===== src/rtl/uart_pkg.sv =====
// Shared UART definitions: receiver/transmitter state enum and baud timing constants.
package uart_pkg;

    typedef enum logic [2:0] {
        StIdle,
        StStart,
        StData,
        StStop,
        StBreak
    } uart_state_e;

    localparam int unsigned CLK_FREQ_DEFAULT = 25_000_000;
    localparam int unsigned BAUD_DEFAULT     = 115_200;

    // Rounded clocks-per-bit, so odd ratios land on the nearest integer.
    function automatic int unsigned calc_baud_div(input int unsigned clk_freq,
                                                  input int unsigned baud);
        return (clk_freq + baud / 2) / baud;
    endfunction

    localparam int unsigned BAUD_DIV = calc_baud_div(CLK_FREQ_DEFAULT, BAUD_DEFAULT);
    localparam int unsigned HALF     = BAUD_DIV / 2;

endpackage


===== src/rtl/uart_bit_timer.sv =====
// Bit-period counter with synchronous clear; flags the mid-bit and last-clock-of-bit counts.
module uart_bit_timer
    import uart_pkg::*;
#(
    parameter int unsigned DIV = BAUD_DIV
) (
    input  logic clk_i,
    input  logic rst_ni,
    input  logic clr_i,
    output logic mid_tick_o,
    output logic full_tick_o
);

    localparam int unsigned CntW = $clog2(DIV);

    logic [CntW-1:0] cnt_q, cnt_d;

    assign mid_tick_o  = (cnt_q == CntW'(DIV / 2 - 1));
    assign full_tick_o = (cnt_q == CntW'(DIV - 1));

    always_comb begin
        cnt_d = cnt_q + 1'b1;
        if (clr_i || full_tick_o) begin
            cnt_d = '0;
        end
    end

    always_ff @(posedge clk_i or negedge rst_ni) begin
        if (!rst_ni) begin
            cnt_q <= '0;
        end else begin
            cnt_q <= cnt_d;
        end
    end

endmodule


===== src/rtl/uart_led_rx.sv =====
// UART 8N1 receiver that drives each correctly framed byte onto the LED bank.
module uart_led_rx
    import uart_pkg::*;
#(
    parameter int unsigned CLK_FREQ = CLK_FREQ_DEFAULT,
    parameter int unsigned BAUD     = BAUD_DEFAULT,
    parameter logic [7:0]  LED_RST  = 8'b0000_0001
) (
    input  logic       ext_clk_25m,
    input  logic       ext_rst_n,
    input  logic       uart_rx,
    output logic [7:0] rx_data,
    output logic       rx_valid,
    output logic       frame_err,
    output logic       busy,
    output logic [7:0] led
);

    localparam int unsigned BaudDiv = calc_baud_div(CLK_FREQ, BAUD);

    logic        rx_meta_q, rx_sync_q, rx_prev_q;
    logic        fall_edge;
    logic        timer_clr, mid_tick, full_tick;

    uart_state_e state_q, state_d;
    logic [2:0]  bit_idx_q, bit_idx_d;
    logic [7:0]  shift_q, shift_d;
    logic [7:0]  rx_data_q, rx_data_d;
    logic [7:0]  led_q, led_d;
    logic        rx_valid_q, rx_valid_d;
    logic        frame_err_q, frame_err_d;

    // Idle-high line, so the synchronizer resets to 1 to avoid a false start edge.
    always_ff @(posedge ext_clk_25m or negedge ext_rst_n) begin
        if (!ext_rst_n) begin
            rx_meta_q <= 1'b1;
            rx_sync_q <= 1'b1;
            rx_prev_q <= 1'b1;
        end else begin
            rx_meta_q <= uart_rx;
            rx_sync_q <= rx_meta_q;
            rx_prev_q <= rx_sync_q;
        end
    end

    assign fall_edge = !rx_sync_q && rx_prev_q;

    // Counter is held at zero in idle and restarts on every state transition.
    assign timer_clr = (state_d != state_q) || (state_q == StIdle);

    uart_bit_timer #(
        .DIV (BaudDiv)
    ) u_bit_timer (
        .clk_i       (ext_clk_25m),
        .rst_ni      (ext_rst_n),
        .clr_i       (timer_clr),
        .mid_tick_o  (mid_tick),
        .full_tick_o (full_tick)
    );

    always_comb begin
        state_d     = state_q;
        bit_idx_d   = bit_idx_q;
        shift_d     = shift_q;
        rx_data_d   = rx_data_q;
        led_d       = led_q;
        rx_valid_d  = 1'b0;
        frame_err_d = 1'b0;

        unique case (state_q)
            StIdle: begin
                if (fall_edge) begin
                    state_d = StStart;
                end
            end
            StStart: begin
                if (mid_tick) begin
                    if (!rx_sync_q) begin
                        state_d   = StData;
                        bit_idx_d = 3'd0;
                    end else begin
                        state_d = StIdle;
                    end
                end
            end
            StData: begin
                if (full_tick) begin
                    shift_d   = {rx_sync_q, shift_q[7:1]};
                    bit_idx_d = bit_idx_q + 3'd1;
                    if (bit_idx_q == 3'd7) begin
                        state_d = StStop;
                    end
                end
            end
            StStop: begin
                if (full_tick) begin
                    if (rx_sync_q) begin
                        rx_data_d  = shift_q;
                        led_d      = shift_q;
                        rx_valid_d = 1'b1;
                        state_d    = StIdle;
                    end else begin
                        frame_err_d = 1'b1;
                        state_d     = StBreak;
                    end
                end
            end
            StBreak: begin
                if (rx_sync_q) begin
                    state_d = StIdle;
                end
            end
            default: begin
                state_d = StIdle;
            end
        endcase
    end

    always_ff @(posedge ext_clk_25m or negedge ext_rst_n) begin
        if (!ext_rst_n) begin
            state_q     <= StIdle;
            bit_idx_q   <= 3'd0;
            shift_q     <= 8'h00;
            rx_data_q   <= 8'h00;
            led_q       <= LED_RST;
            rx_valid_q  <= 1'b0;
            frame_err_q <= 1'b0;
        end else begin
            state_q     <= state_d;
            bit_idx_q   <= bit_idx_d;
            shift_q     <= shift_d;
            rx_data_q   <= rx_data_d;
            led_q       <= led_d;
            rx_valid_q  <= rx_valid_d;
            frame_err_q <= frame_err_d;
        end
    end

    assign rx_data   = rx_data_q;
    assign led       = led_q;
    assign rx_valid  = rx_valid_q;
    assign frame_err = frame_err_q;
    assign busy      = (state_q != StIdle);

endmodule


===== config.mk =====
export PLATFORM = sky130hd
export DESIGN_NAME = uart_led_rx
export DESIGN_NICKNAME = d
export VERILOG_FILES = /design/src/rtl/uart_pkg.sv /design/src/rtl/uart_bit_timer.sv /design/src/rtl/uart_led_rx.sv
export SDC_FILE = /design/constraint.sdc
export NUM_CORES = 1
export LEC_CHECK = 0
export ABC_AREA = 1
export CORE_ASPECT_RATIO = 0.9
export CORE_MARGIN = 2
export CORE_UTILIZATION = 55
export CTS_CLUSTER_SIZE = 14
export DETAILED_ROUTE_END_ITERATION = 6
export GPL_ROUTABILITY_DRIVEN = 1
export PLACE_DENSITY = 0.79
export SLEW_MARGIN = 25
export SYNTH_ARGS = -nofsm -noshare
export SYNTH_HDL_FRONTEND = slang
export SYNTH_HIERARCHICAL = 1
export SYNTH_SLANG_ARGS = --single-unit
export TNS_END_PERCENT = 1

===== constraint.sdc =====
create_clock -name ext_clk_25m -period 3.7 [get_ports ext_clk_25m]
set_input_delay 0.74 -clock ext_clk_25m [delete_from_list [all_inputs] [get_ports ext_clk_25m]]
set_output_delay 0.74 -clock ext_clk_25m [all_outputs]
set_load 0.01 [all_outputs]

Yosys cells after proc, flatten, opt, wreduce, memory -nomap -nowiden
Index checks and enable logic that the tools add are counted.
W data, S select, Z words.
{"block": "totals", "register_bits": 43, "elab_cells": 54, "output_inout_bits": 19, "input_bits": 3}
{"block": "classes", "muxes": 20, "n_eq_ne": 11, "n_reduce_logical": 10, "addsub": 2}
{"op": "$mux W3", "n": 10}
{"op": "$pmux W3 S5", "n": 1}
{"op": "$add A8 B1 Y8 const B", "n": 1}
{"op": "$eq A8 B7 Y1 const B", "n": 1}
{"op": "$eq A8 B8 Y1 const B", "n": 1}
{"op": "$mux W8", "n": 1}
{"op": "$eq A3 B2 Y1 const B", "n": 2}
{"op": "$eq A3 B3 Y1 const B", "n": 2}
{"op": "$mux W1", "n": 6}
{"op": "$pmux W3 S2", "n": 1}
{"op": "$ne A2 B2 Y1 const B", "n": 2}
{"op": "$reduce_and A4 Y1", "n": 1}
{"op": "$add A3 B1 Y3 const B", "n": 1}
{"op": "$eq A3 B1 Y1 const B", "n": 1}
{"op": "$logic_not A3 Y1", "n": 1}
{"op": "$ne A3 B3 Y1", "n": 1}
{"op": "$reduce_and A3 Y1", "n": 1}
{"op": "$reduce_bool A3 Y1", "n": 1}
{"op": "$logic_or A1 B1 Y1", "n": 2}
{"op": "$mux W2", "n": 1}
{"op": "$ne A2 B1 Y1 const B", "n": 1}
{"op": "$reduce_and A2 Y1", "n": 1}
{"op": "$reduce_bool A2 Y1", "n": 1}
{"op": "$logic_and A1 B1 Y1", "n": 1}
{"op": "$logic_not A1 Y1", "n": 1}

Logic depth before layout (Yosys ltp)
{"block": "depth", "ltp_word": 8, "depth_mapped": 17, "ltp_nobuf": 17}

By module
The synthesis kept the hierarchy.
{"module": "uart_led_rx", "area_each_um2": 1282.5, "cells_per_inst": 135, "seq_area_each_um2": 705.7, "n_inst": 1}
{"module": "uart_bit_timer", "area_each_um2": 485.5, "cells_per_inst": 63, "seq_area_each_um2": 200.2, "n_inst": 1}

Worst setup path before layout
No wires, ideal clock.
{"block": "synth_timing", "path_type": "register to register", "from": "register u_bit_timer.cnt_q[0]", "to": "register u_bit_timer.cnt_q[5]", "stages_incl_launch_ff": 18, "setup_time_ns": 0.118, "path_slack_ns": 1.942, "n_path_buf": 0, "synth_period_minus_slack_ns": 1.758, "arrival_ns": 1.640, "required_ns": 3.582, "cell_sequence": "dfrtp_1 inv_1 ha_1 inv_1 nor2_2 nand3_2 inv_1 inv_1 nor2_1 nand2_1 nand2_1 nand2_1 nand2_1 nor2_1 nand2_1 inv_1 nand2_4 nor2_1"}
{"block": "synth_between", "elab_chain_cells": 7, "elab_cells_between_ends": 11, "classes_between": "add/sub (1); eq/ne (3); mux (5); reduce/logical (2)"}
{"item": "start: declaration", "line": "uart_bit_timer.sv:16", "source": "logic [CntW-1:0] cnt_q, cnt_d;"}
{"item": "start signal: assignment", "line": "uart_bit_timer.sv:32", "source": "cnt_q <= cnt_d;"}
{"item": "$eq A8 B8 Y1 *", "line": "uart_bit_timer.sv:19", "source": "assign full_tick_o = (cnt_q == CntW'(DIV - 1));"}
{"item": "net full_tick", "line": "uart_led_rx.sv:23", "source": "logic timer_clr, mid_tick, full_tick;"}
{"item": "$mux W3 (on tied branches)", "line": "uart_led_rx.sv:96, uart_led_rx.sv:87"}
{"item": "$pmux W3 S5 *", "line": "uart_led_rx.sv:70", "source": "unique case (state_q)"}
{"item": "$ne A3 B3 Y1 *", "line": "uart_led_rx.sv:49", "source": "assign timer_clr = (state_d != state_q) || (state_q == StIdle);"}
{"item": "$logic_or A1 B1 Y1 *", "line": "uart_led_rx.sv:49"}
{"item": "net timer_clr", "line": "uart_led_rx.sv:23"}
{"item": "$logic_or A1 B1 Y1 *", "line": "uart_bit_timer.sv:23", "source": "if (clr_i || full_tick_o) begin"}
{"item": "$mux W8 *", "line": "uart_bit_timer.sv:23"}
{"item": "net u_bit_timer.cnt_d[5]", "line": "uart_bit_timer.sv:16"}
Mark *: on every way through the listed nets, which the timed path passes. The rest lies on a longest branch.
A chain may end at the register's enable or synchronous reset.

Final worst setup path
{"block": "layout_timing", "from": "register state_q[1]", "to": "output port busy"}
{"block": "layout_between", "elab_chain_cells": 1}
{"item": "start: declaration", "line": "uart_led_rx.sv:25", "source": "uart_state_e state_q, state_d;"}
{"item": "start signal: assignment", "line": "uart_led_rx.sv:121", "source": "state_q <= StIdle;"}
{"item": "start signal: assignment", "line": "uart_led_rx.sv:129", "source": "state_q <= state_d;"}
{"item": "$reduce_bool A3 Y1", "line": "uart_led_rx.sv:143", "source": "assign busy = (state_q != StIdle);"}
{"item": "end: declaration", "line": "uart_led_rx.sv:15", "source": "output logic busy,"}
Every way passes these cells.

==> summary.txt <==
Die Wd = 63.8 microns
First-pass DRT Iterations = 4
Total detailed-routing wirelength = 3010 microns
Number of cells on the worst hold path = 0
Int Power = 0.000601 W
Max-slew violations = 0
H-tree depth = 2
Postcts setup bufs = 0
Initial antenna violation count = 0
CP startpoint kind = flip-flop
Top cells by area, synth = dfrtp_1 45%, nand2_1 10%, inv_1 6.2%, dfstp_2 5.9%, nor2_1 3.6%
Diode count = 0
CP required = 2.96 ns
CP arrival = 1.56 ns
Hold Path Class = flip-flop to flip-flop
FILL cells = 237
Die Y = 57.8 microns
Worst Skew = 0.0123 ns
# nets final = 224
CTS Buf Count = 5
Area grow syn2layout = 14.3%
First-pass GRT wire length = 5300 microns
Crit end category = output port
Synth cell types = 28
Clock sinks = 36
Grt total ovfl = 0
Setup Viol. Count Final = 0
Sequential cell area = 906 sq um
Share of cells above drive strength 1 = 0.157
Sequential share of power = 0.549
Combinational share of power = 0.128
Slew HR = 0.712
Worst-path clk slew = 0.09 ns
Max_cap viols = 0
Max frequency = 436 MHz
Pwr dens = 406 nW/um^2
Switching Share = 0.268
DP HPWL = 2140 microns
Initial DRC count = 59
Post-Syn Instances = 198
Post-Syn Area per Cell = 8.93 sq um
Netlist Area Pre-Place = 1770 sq um
Status = finished, final reports clean
Yosys reg bits = 36
Vias in the first global route = 1187
Area share of the leading cell type in the synthesized netlist = 0.453
Synth area leader = dfrtp_1
Starting Density = 0.576
RSZ-0062 raised after global routing = false
Worst vdd ir = 0.266 mV
# DRC = 0
Net switching power = 0.000220 W
Syn nets = 206
Area after DPL = 1940 sq um
Die area = 3680 sq um
Worst skew pair latency = 0.34 ns
Worst-Margin Slew = 0.431 ns
Rows = 19
Final worst-path cycle share = 0.621
Area of the multi-input gates = 656 sq um
CTS Buffer Depth = 2
Commonest non-fill, non-tap cell in the layout = nand2_1
Root buffer cell = clkbuf_4
Via count = 1277
Fin crit period = 2.30 ns
Synth warn = 6
Vias/cell = 4.93
Setup TNS = 0 ns
Crit-path max FO = 5
P_leak = 0.965 nW
Fin util = 0.659
Pin count of the biggest net entering global routing = 37
IO buf count = 21
Clk pwr share = 0.323
Core area = 3070 sq um
Seq/Total Area, Yosys = 0.512
Post-CTS Hold Buffers = 0
GR Util All Layers = 0.192
Final instance area = 2020 sq um
Final ANT Viol Nets = 0
Resize count post-CTS = 0
Setup CP Type = flip-flop to output port
Wirelength per Cell = 11.6 microns
Final Hold Fails = 0
CTS tree = built
GPL Wtd Cong = 0.945
Worst r2r path cells = 12
Most frequent cells in the layout = 48 x nand2_1, 32 x dfrtp_1, 29 x inv_1, 21 x clkdlybuf4s50_1, 17 x nor2_1
Worst Hold Slack = 0.359 ns
Power consumption = 0.000821 W
Top Ports = 22
[worst paths after layout]
kind                                            from  slack (ns)                   end
worst min register to register             rx_meta_q        0.36             rx_sync_q
worst max-delay path                      state_q[1]        1.40                  busy
worst max register to register  u_bit_timer/cnt_q[0]        1.69  u_bit_timer/cnt_q[2]
min in group asynchronous                  ext_rst_n        0.80            shift_q[7]
worst min-delay path                       rx_meta_q        0.36             rx_sync_q
max in group asynchronous                  ext_rst_n        2.56             rx_prev_q
[routing by layer]
metal  up-vias  global-route usage  routed length (microns)
met1       587               0.228                     1260
met3         2              0.0602                      171
li1        642                   -                        -
met5         -                   0                        0
met4         0              0.0807                       19
met2        46               0.328                     1550
[state kept, by name, indices dropped and copies added (netlist names)]
| name | cells |
|---|---|
| rx_prev_q | 1 |
| rx_data | 8 |
| led | 1 |
| shift_q | 8 |
| rx_meta_q | 1 |
| rx_valid | 1 |
| frame_err | 1 |
| bit_idx_q | 3 |
| state_q | 3 |
| rx_sync_q | 1 |
| u_bit_timer/cnt_q | 8 |
[stage by stage]
step	std cells	setup slack [ns]
5_1_grt	259	1.31
3_5_place_dp	251	1.73
3_3_place_gp	251	1.80
2_1_floorplan	198	1.94
4_1_cts	259	1.40
6_report	259	1.40
[logic make-up (layout without fill, tap and decap cells)]
kind of cell    Yosys count  in the layout  synth area share
simple gates             92             92             0.241
buf+inv                  41             60             0.117
flops                    36             36             0.512
compound gates           21             21            0.0800
fa+ha+maj                 5              5            0.0354
xor+xnor                  3              3            0.0149
[cells in the mapped netlist]
library cell,instances
nor2_2,4
nor2_4,1
a21o_2,1
nand4_1,1
nor2_1,17
o21ai_0,1
nor4_1,1
nand3b_1,1
nand3_4,1
nand2_4,1
dfstp_2,4
a31oi_1,1
xnor2_1,1
nand2_1,48
a21boi_0,1
dfrtp_1,32
inv_2,1
ha_1,5
o211ai_1,1
nand2_2,5
o21ai_2,7
nand3_1,11
nand3_2,1
buf_4,8
buf_6,3
xor2_1,2
o21ai_1,9
inv_1,29
[worst max-delay path: stages (launching register included)]
cell and delay (ns):
dfrtp_1 0.45, nor2_1 0.22, nand2_1 0.08, clkdlybuf4s50_1 0.48
[power groups by stage]
stage | logic [W] | clock network (W) | registers, W
floorplan | 0.0000867 | 0 | 0.000445
global placement | 0.000101 | 0 | 0.000455
detailed placement | 0.000104 | 0 | 0.000458
CTS | 0.000106 | 0.000276 | 0.000451
global route | 0.000123 | 0.000296 | 0.000456
finish | 0.000105 | 0.000265 | 0.000451
[layout make-up]
type / count / share of cell area
well taps: 42 / 0.0260
inverters: 30 / 0.0557
flip-flops and latches: 36 / 0.448
clock buffers: 6 / 0.0204
repair buffers: 22 / 0.108
multi-input cells: 121 / 0.324
clock inverters: 2 / 0.0173
(Power assumes the default switching activity.)
